--- config.mk ---
export PLATFORM = sky130hd
export DESIGN_NAME = instr_fetch_unit_flat
export DESIGN_NICKNAME = d
export VERILOG_FILES = /design/src/rtl/cpu_pkg.sv /design/src/rtl/instr_fetch_unit_if.sv /design/src/rtl/fetch_queue.sv /design/src/rtl/instr_fetch_unit.sv /design/src/flat_wrapper.sv
export SDC_FILE = /design/constraint.sdc
export NUM_CORES = 1
export LEC_CHECK = 0
export BUFFER_PORTS_ARGS = -buffer_cell sky130_fd_sc_hd__buf_2
export CAP_MARGIN = 5
export CORE_MARGIN = 8
export CORE_UTILIZATION = 39
export CTS_CLUSTER_DIAMETER = 80
export DETAILED_ROUTE_END_ITERATION = 12
export PLACE_DENSITY = 0.65
export SLEW_MARGIN = 10
export SYNTH_ARGS = -nofsm -noshare
export SYNTH_HDL_FRONTEND = slang
export SYNTH_SLANG_ARGS = --single-unit
--- constraint.sdc ---
create_clock -name clk -period 14.2 [get_ports clk]
set_input_delay 1.42 -clock clk [delete_from_list [all_inputs] [get_ports clk]]
set_output_delay 1.42 -clock clk [all_outputs]
set_load 0.01 [all_outputs]
--- src/rtl/cpu_pkg.sv ---
// cpu_pkg: shared CPU widths, constants and the fetch entry type
package cpu_pkg;
    localparam int INSTR_W = 32;
    localparam int PC_W = 32;
    localparam logic [INSTR_W-1:0] NOP_INSTR = 32'h00000000;
    localparam logic [PC_W-1:0] RESET_PC_DEFAULT = 32'h00000000;

    typedef struct packed {
        logic [PC_W-1:0] pc;
        logic [INSTR_W-1:0] instr;
        logic err;
    } fetch_entry_t;
endpackage

--- src/rtl/instr_fetch_unit_if.sv ---
// instr_fetch_unit_if: ROM, redirect and decode handshake bundle of the fetch stage
interface instr_fetch_unit_if #(parameter int ROM_AW = 6);
    import cpu_pkg::*;
    logic [ROM_AW-1:0] rom_addr;
    logic [INSTR_W-1:0] rom_instr;
    logic redirect_valid;
    logic [PC_W-1:0] redirect_pc;
    logic if_valid;
    logic [INSTR_W-1:0] if_instr;
    logic [PC_W-1:0] if_pc;
    logic if_err;
    logic id_ready;

    modport master (
        output rom_addr, if_valid, if_instr, if_pc, if_err,
        input rom_instr, redirect_valid, redirect_pc, id_ready
    );

    modport slave (
        input rom_addr, if_valid, if_instr, if_pc, if_err,
        output rom_instr, redirect_valid, redirect_pc, id_ready
    );
endinterface

--- src/rtl/fetch_queue.sv ---
// fetch_queue: 2-entry shifting FIFO of fetch entries; head always sits in slot 0
module fetch_queue
    import cpu_pkg::*;
(
    input  logic         clk,
    input  logic         rst,
    input  logic         push,
    input  logic         pop,
    input  logic         flush,
    input  fetch_entry_t push_entry,
    output logic [1:0]   count,
    output logic         head_valid,
    output fetch_entry_t head
);
    fetch_entry_t slot0_q, slot0_d, slot1_q, slot1_d;
    logic [1:0] count_q, count_d;
    logic [1:0] fill;

    // pop shifts slot 1 forward, then a push lands in the first free slot
    always_comb begin
        slot0_d = slot0_q;
        slot1_d = slot1_q;
        count_d = count_q;
        fill = count_q - {1'b0, pop};
        if (flush) begin
            count_d = 2'd0;
        end else begin
            if (pop) slot0_d = slot1_q;
            if (push && fill == 2'd0) slot0_d = push_entry;
            if (push && fill != 2'd0) slot1_d = push_entry;
            count_d = fill + {1'b0, push};
        end
    end

    // queue storage and occupancy
    always_ff @(posedge clk or posedge rst) begin
        if (rst) begin
            slot0_q <= '0;
            slot1_q <= '0;
            count_q <= 2'd0;
        end else begin
            slot0_q <= slot0_d;
            slot1_q <= slot1_d;
            count_q <= count_d;
        end
    end

    assign count = count_q;
    assign head_valid = count_q != 2'd0;
    assign head = slot0_q;
endmodule

--- src/rtl/instr_fetch_unit.sv ---
// instr_fetch_unit: PC owner feeding a 2-entry fetch queue; optional IFETCH_BOUNDS_EN flags out-of-ROM fetches
module instr_fetch_unit
    import cpu_pkg::*;
#(
    parameter int ROM_AW = 6,
    parameter logic [PC_W-1:0] RESET_PC = RESET_PC_DEFAULT
) (
    input logic clk,
    input logic rst,
    instr_fetch_unit_if.master bus
);
    logic [PC_W-1:0] pc_q, pc_d;
    logic pop, push;
    logic [1:0] count;
    logic head_valid;
    fetch_entry_t push_entry, head;

    // handshake, fetch entry formation and next PC; redirect beats a push
    always_comb begin
        pop = head_valid & bus.id_ready;
        push = ~bus.redirect_valid & (count < 2'd2 | pop);
        push_entry = '{pc: pc_q, instr: bus.rom_instr, err: 1'b0};
`ifdef IFETCH_BOUNDS_EN
        if (pc_q[PC_W-1:ROM_AW+2] != '0) push_entry = '{pc: pc_q, instr: NOP_INSTR, err: 1'b1};
`endif
        pc_d = bus.redirect_valid ? (bus.redirect_pc & ~32'd3) : push ? pc_q + 32'd4 : pc_q;
    end

    // program counter
    always_ff @(posedge clk or posedge rst) begin
        if (rst) pc_q <= RESET_PC;
        else pc_q <= pc_d;
    end

    fetch_queue u_queue (
        .clk(clk),
        .rst(rst),
        .push(push),
        .pop(pop),
        .flush(bus.redirect_valid),
        .push_entry(push_entry),
        .count(count),
        .head_valid(head_valid),
        .head(head)
    );

    assign bus.rom_addr = pc_q[ROM_AW+1:2];
    assign bus.if_valid = head_valid;
    assign bus.if_instr = head.instr;
    assign bus.if_pc = head.pc;
    assign bus.if_err = head.err;
endmodule

--- src/flat_wrapper.sv ---
// flat-port wrapper written by rule: the top's interface ports become plain ports
module instr_fetch_unit_flat import cpu_pkg::*;
#(
    parameter int ROM_AW = 6,
    parameter logic [PC_W-1:0] RESET_PC = RESET_PC_DEFAULT
)
  (clk, rst, bus_rom_addr, bus_if_valid, bus_if_instr, bus_if_pc, bus_if_err, bus_rom_instr, bus_redirect_valid, bus_redirect_pc, bus_id_ready);
  instr_fetch_unit_if #(.ROM_AW(ROM_AW)) bus_i ();
  input logic clk;
  input logic rst;
  output wire logic [$bits(bus_i.rom_addr)-1:0] bus_rom_addr;
  output wire logic [$bits(bus_i.if_valid)-1:0] bus_if_valid;
  output wire logic [$bits(bus_i.if_instr)-1:0] bus_if_instr;
  output wire logic [$bits(bus_i.if_pc)-1:0] bus_if_pc;
  output wire logic [$bits(bus_i.if_err)-1:0] bus_if_err;
  input wire logic [$bits(bus_i.rom_instr)-1:0] bus_rom_instr;
  input wire logic [$bits(bus_i.redirect_valid)-1:0] bus_redirect_valid;
  input wire logic [$bits(bus_i.redirect_pc)-1:0] bus_redirect_pc;
  input wire logic [$bits(bus_i.id_ready)-1:0] bus_id_ready;
  assign bus_rom_addr = bus_i.rom_addr;
  assign bus_if_valid = bus_i.if_valid;
  assign bus_if_instr = bus_i.if_instr;
  assign bus_if_pc = bus_i.if_pc;
  assign bus_if_err = bus_i.if_err;
  assign bus_i.rom_instr = bus_rom_instr;
  assign bus_i.redirect_valid = bus_redirect_valid;
  assign bus_i.redirect_pc = bus_redirect_pc;
  assign bus_i.id_ready = bus_id_ready;
  instr_fetch_unit #(.ROM_AW(ROM_AW), .RESET_PC(RESET_PC)) u_core (.clk(clk), .rst(rst), .bus(bus_i));
endmodule
==> impl_metrics.json, run 1 <==
{
  "postCtsSetupRepairBufs": 0,
  "cts_tree": "built",
  "required_ns": 14.46,
  "syn_inst": 629,
  "syn_to_final_growth_pct": 20.0,
  "gp_congestion": 0.728,
  "yosys_warnings": 0,
  "whs_endpoint": "u_core.u_queue.slot1_q[42]",
  "crit_buf_inv": 3,
  "synth_compound_area_frac": 0.0659,
  "max_slew_margin": 0.313,
  "hold_viol_final": 0,
  "r2r-start": "u_core.u_queue.count[1]",
  "cts.sinks": 156,
  "path_clk_slew_ns": 0.06,
  "p_leak_nw": 3.76,
  "antenna_cells": 0,
  "final_common_cell": "dfrtp_1",
  "synthArstFlopShare": 1.00,
  "timing.setup.tns_ns": 0,
  "critPathSlowestCell": "buf_4",
  "ir_worst_vdd_uv": 109,
  "synth-main-ff-cell": "dfrtp_1",
  "grt_usage": 0.141,
  "ys_types": 38,
  "drtIter0Drc": 139,
  "finalMaxSlewViolations": 0,
  "worstMarginPinSlew_ns": 1.03,
  "end_kind": "flip-flop",
  "max_freq_mhz": 267,
  "worst_clock_skew_ns": 0.00534,
  "cts-root-buf": "clkbuf_16",
  "yosysSeqAreaShare": 0.549,
  "num_vias": 4796,
  "hpwl_um": 10500,
  "port_buffers": 134,
  "max_stage_delay_ns": 0.76,
  "grt-ovfl-total": 0,
  "ff2ff_path_depth": 9,
  "hold_slack_ns": 0.502,
  "drv_cap": 0,
  "min_period_ns": 3.75,
  "arrival_ns": 4.01,
  "finalSetupViolations": 0,
  "routedWlPerCell_um": 16.0,
  "insertion_delay_ns": 0.42,
  "worstPathCellList": "buf_2 > nand2_1 > inv_1 > ha_1 > nand2b_1 > nor2_4 > buf_4 > mux2i_1 > a21oi_1",
  "drc_errors": 0,
  "pin_count": 140,
  "die_area_sq_um": 22800,
  "grt_max_degree": 83,
  "synth_edf_count": 0,
  "critPathLaunchType": "input port",
  "critical_path_peak_fanout": 43,
  "mostFrequentLayoutCells": "dfrtp_1, buf_2, nor2_1, mux2i_1",
  "drive_above_1_share": 0.331,
  "num_rows": 49,
  "htree_levels": 4,
  "synthXorXnorAreaFrac": 0.0369,
  "r2r_end": "u_core.u_queue.head[62]",
  "nNetsFinal": 811,
  "cts_hold_buf": 0,
  "grt_pass1_vias": 4855,
  "status": "completed",
  "syn_area_per_cell_sq_um": 11.3,
  "drtPass1Iterations": 4,
  "synth_top_family_by_area": "multiplexers",
  "syn_area_sq_um": 7120,
  "routed_wl_um": 15700,
  "die_w_um": 151,
  "grt_antenna_before_repair": 0,
  "cts_resized": 0,
  "synth_fa_ha_area_frac": 0.00527,
  "grt_pass1_wl_um": 25600,
  "rsz0062_at_grt": "no",
  "fin_crit_sh": 0.264,
  "hold_depth": 1,
  "critPathTopFamily": "buffers and inverters",
  "ys_ff_latch": 156,
  "r2r_setup_slack_ns": 10.84,
  "yosys.area_share.simple": 0.117,
  "avgViaCountPerCell": 4.88,
  "ant_nets": 0,
  "clk_path_buf_depth": 2,
  "die_h_um": 151,
  "power_density_nw_per_um2": 225,
  "hp-class": "flip-flop to flip-flop",
  "cts_buffers": 17,
  "synth.area.mux_share": 0.188,
  "core_area_sq_um": 18000,
  "path_class": "input port to flip-flop",
  "initial_core_util": 0.396,
  "min_from": "u_core.u_queue.slot1_q[42]"
}
==> final cells by class <==
cell class	count	area [sq um]
Inverter	6	27.5
Tap cell	229	287
Timing Repair Buffer	140	716
Sequential cell	156	3900
Clock inverter	10	163
Fill cell	1656	9420
Multi-Input combinational cell	419	2970
Clock buffer	22	474
==> power by group <==
part           internal [mW]  switching [mW]  total [mW]
sequential             0.640           0.102       0.741
clock                  0.309           0.180       0.489
combinational          0.330           0.363       0.694
total                   1.28           0.645        1.92
==> metal layers <==
layer	global-route usage	vias up	part of all wire
li1	-	2380	-
met5	0	-	0
met3	0.0418	12	0.063
met1	0.189	2299	0.48
met2	0.220	105	0.45
met4	0.0371	0	0.0084
==> metrics by stage <==
stage	power, mW	std cells	area, sq um	util	worst slack [ns]
floorplan	1.25	631	7120	-	8.57
global placement	1.44	950	7900	0.440	10.0
detailed placement	1.46	950	7900	0.440	9.99
CTS	1.96	982	8540	0.475	10.43
global route	2.07	982	8540	0.475	10.26
finish	1.92	982	8540	0.475	10.45
==> flip-flops by register name, summed over array words and instances, names as in the netlist <==
| signal | cells |
|---|---|
| u_core.pc_q | 30 |
| u_core.u_queue.count | 2 |
| u_core.u_queue.head | 62 |
| u_core.u_queue.slot1_q | 62 |
==> worst reg2reg max path, delay by kind of cell, from the launching register on <==
| kind | cells | cell delay (ns) |
|---|---|---|
| simple gates | 4 | 1.27 |
| buf+inv | 2 | 0.82 |
| flops | 1 | 0.42 |
| mux | 1 | 0.33 |
| fa+ha+maj | 1 | 0.28 |
| compound gates | 1 | 0.09 |
==> logic make-up after synthesis <==
kind of cell | after synthesis
AND/OR/NAND/NOR | 164
flip-flops | 156
multiplexers | 126
AO/OA/AOI/OAI | 93
buffers and inverters | 56
XOR/XNOR | 30
adder cells (fa/ha/maj) | 3
other | 1
==> cell usage after synthesis, types with 12 or more instances <==
| library cell | instances | area share |
|---|---|---|
| xnor2_1 | 18 | 0.022 |
| nor2_1 | 71 | 0.037 |
| buf_2 | 16 | 0.011 |
| dfrtp_1 | 156 | 0.55 |
| a21oi_1 | 63 | 0.044 |
| o21ai_1 | 12 | 0.0084 |
| mux2i_1 | 64 | 0.090 |
| xor2_1 | 12 | 0.015 |
| clkbuf_1 | 18 | 0.0095 |
| o21ai_0 | 17 | 0.012 |
| mux2_2 | 62 | 0.098 |
| nand2_1 | 41 | 0.022 |
==> worst max-delay path by stage <==
stage / slack [ns] / depth (start not counted) / start / to
after floorplan: 8.57 / 1 / rst / u_core.pc_q[10]
after global placement: 10.0 / 9 / bus_id_ready / u_core.u_queue.head[59]
after detailed placement: 9.99 / 9 / bus_id_ready / u_core.u_queue.head[57]
after CTS: 10.43 / 9 / bus_id_ready / u_core.u_queue.head[59]
after global routing: 10.26 / 9 / bus_id_ready / u_core.u_queue.head[62]
final: 10.45 / 9 / bus_id_ready / u_core.u_queue.head[62]
No activity file was read; power rests on OpenSTA's default activity.
==> run 2: changes to the inputs <==
- PLACE_DENSITY: 0.65 -> 0.67
- clock period: 14.2 -> 3.1 ns (I/O delays scaled with it)
==> impl_metrics.json, run 2 (same netlist as run 1, synthesis figures left out) <==
{
  "end_kind": "flip-flop",
  "antenna_cells": 0,
  "drv_cap": 0,
  "num_vias": 4864,
  "min_period_ns": 2.46,
  "fin_crit_sh": 0.795,
  "design_area_sq_um": 8630,
  "cts-root-buf": "clkbuf_16",
  "ir_worst_vdd_uv": 535,
  "hold_viol_final": 0,
  "instances_no_fill": 987,
  "mostFrequentLayoutCells": "dfrtp_1, buf_2, nor2_1, mux2i_1",
  "die_h_um": 151,
  "p_seq_frac": 0.383,
  "finalMaxSlewViolations": 0,
  "hpwl_um": 10500,
  "ant_nets": 0,
  "pin_count": 140,
  "num_rows": 49,
  "wl_met2_um": 7060,
  "postCtsSetupRepairBufs": 0,
  "max_slew_margin": 0.631,
  "topRoutingLayerUsed": "met4",
  "finalSetupViolations": 0,
  "initial_core_util": 0.396,
  "grt_pass1_vias": 4985,
  "max_freq_mhz": 406,
  "routedWlPerCell_um": 15.9,
  "hp-class": "input port to flip-flop",
  "grt_pass1_wl_um": 25500,
  "worstMarginPinSlew_ns": 0.554,
  "grt-ovfl-total": 0,
  "grt_max_degree": 102,
  "status": "completed",
  "wl_met3_um": 900,
  "cts.sinks": 156,
  "final_common_cell": "dfrtp_1",
  "htree_levels": 4,
  "die_w_um": 151,
  "power_density_nw_per_um2": 1030,
  "path_clk_slew_ns": 0.07,
  "routed_wl_um": 15700,
  "insertion_delay_ns": 0.42,
  "arrival_ns": 2.77,
  "drc_errors": 0,
  "drtIter0Drc": 273,
  "hold_slack_ns": 0.0939,
  "clk_path_buf_depth": 2,
  "syn_to_final_growth_pct": 21.3,
  "p_sw_frac": 0.336,
  "avgViaCountPerCell": 4.93,
  "drt-met1-wl_um": 7530,
  "fill_cells": 1691,
  "critical_path_peak_fanout": 51,
  "worst_clock_skew_ns": 0.0152,
  "path_class": "flip-flop to flip-flop",
  "critPathLaunchType": "flip-flop",
  "dp_cells": 954,
  "grt_usage": 0.142,
  "place_area_sq_um": 7990,
  "timing.setup.tns_ns": 0,
  "cts_tree": "built",
  "drtPass1Iterations": 4,
  "internal-power_mw": 5.89,
  "drive_above_1_share": 0.334,
  "rsz0062_at_grt": "no",
  "cts_buffers": 17,
  "core_area_sq_um": 18000,
  "nNetsFinal": 816,
  "gp_congestion": 0.720,
  "combPwrFrac": 0.368,
  "port_buffers": 134,
  "required_ns": 3.40,
  "grt_antenna_before_repair": 0,
  "die_area_sq_um": 22800,
  "clock_power_share": 0.249,
  "p_sw_mw": 2.98,
  "p_leak_nw": 3.79
}
-- run 2: cell type report --
class                           instances  area, sq um  area share
Clock buffer                           21          460      0.0533
Sequential cell                       156         3900       0.452
Multi-Input combinational cell        419         2970       0.344
Timing Repair Buffer                  145          818      0.0948
Tap cell                              229          287      0.0332
Clock inverter                         11          166      0.0193
Inverter                                6         26.3     0.00304
-- run 2: per-layer routing --
metal | global-route usage | up-vias
met3 | 0.0400 | 15
met5 | 0 | -
met4 | 0.0490 | 0
met1 | 0.187 | 2349
li1 | - | 2387
met2 | 0.221 | 113
-- run 2: worst max-delay path, stage by stage, from the launching register on --
cell	delay [ns]
dfrtp_1	0.42
or2_2	0.30
nand2_1	0.14
inv_1	0.06
ha_1	0.28
nand2b_1	0.20
and2_2	0.23
buf_12	0.27
mux2_2	0.38
-- run 2: worst paths after layout --
check                                            from                    endpoint  slack, ns  cells after the start
max reg2reg                   u_core.u_queue.count[1]  u_core.u_queue.slot1_q[44]       0.64                      8
min reg2reg                u_core.u_queue.slot1_q[16]  u_core.u_queue.slot1_q[16]       0.50                      1
min in group asynchronous                         rst      u_core.u_queue.head[3]       0.36                      3
max in group asynchronous                         rst     u_core.u_queue.head[31]       1.96                      4
max                           u_core.u_queue.count[1]  u_core.u_queue.slot1_q[44]       0.64                      8
min                               bus_redirect_pc[10]             u_core.pc_q[10]       0.09                      3
-- run 2: power groups by stage --
stage          sequential, mW  clock (mW)  combinational (mW)
3_5_place_dp             3.44           0                3.32
5_1_grt                  3.52        2.36                3.62
2_1_floorplan            3.55           0                2.15
3_3_place_gp             3.40           0                3.25
4_1_cts                  3.40        2.27                3.34
6_report                 3.40        2.21                3.26
-- run 2: repair_timing --
action                                 4_1_cts  5_1_grt
resized for setup                            0        0
endpoints found under the hold margin        4        0
hold buffers                                 1        0
-- run 2: per-stage QoR --
stage | setup WS [ns] | util | power, mW
6_report | 0.636 | 0.480 | 8.87
5_1_grt | 0.539 | 0.480 | 9.50
3_5_place_dp | 0.653 | 0.445 | 6.76
2_1_floorplan | 0.801 | - | 5.70
4_1_cts | 0.633 | 0.480 | 9.01
3_3_place_gp | 0.700 | 0.445 | 6.65
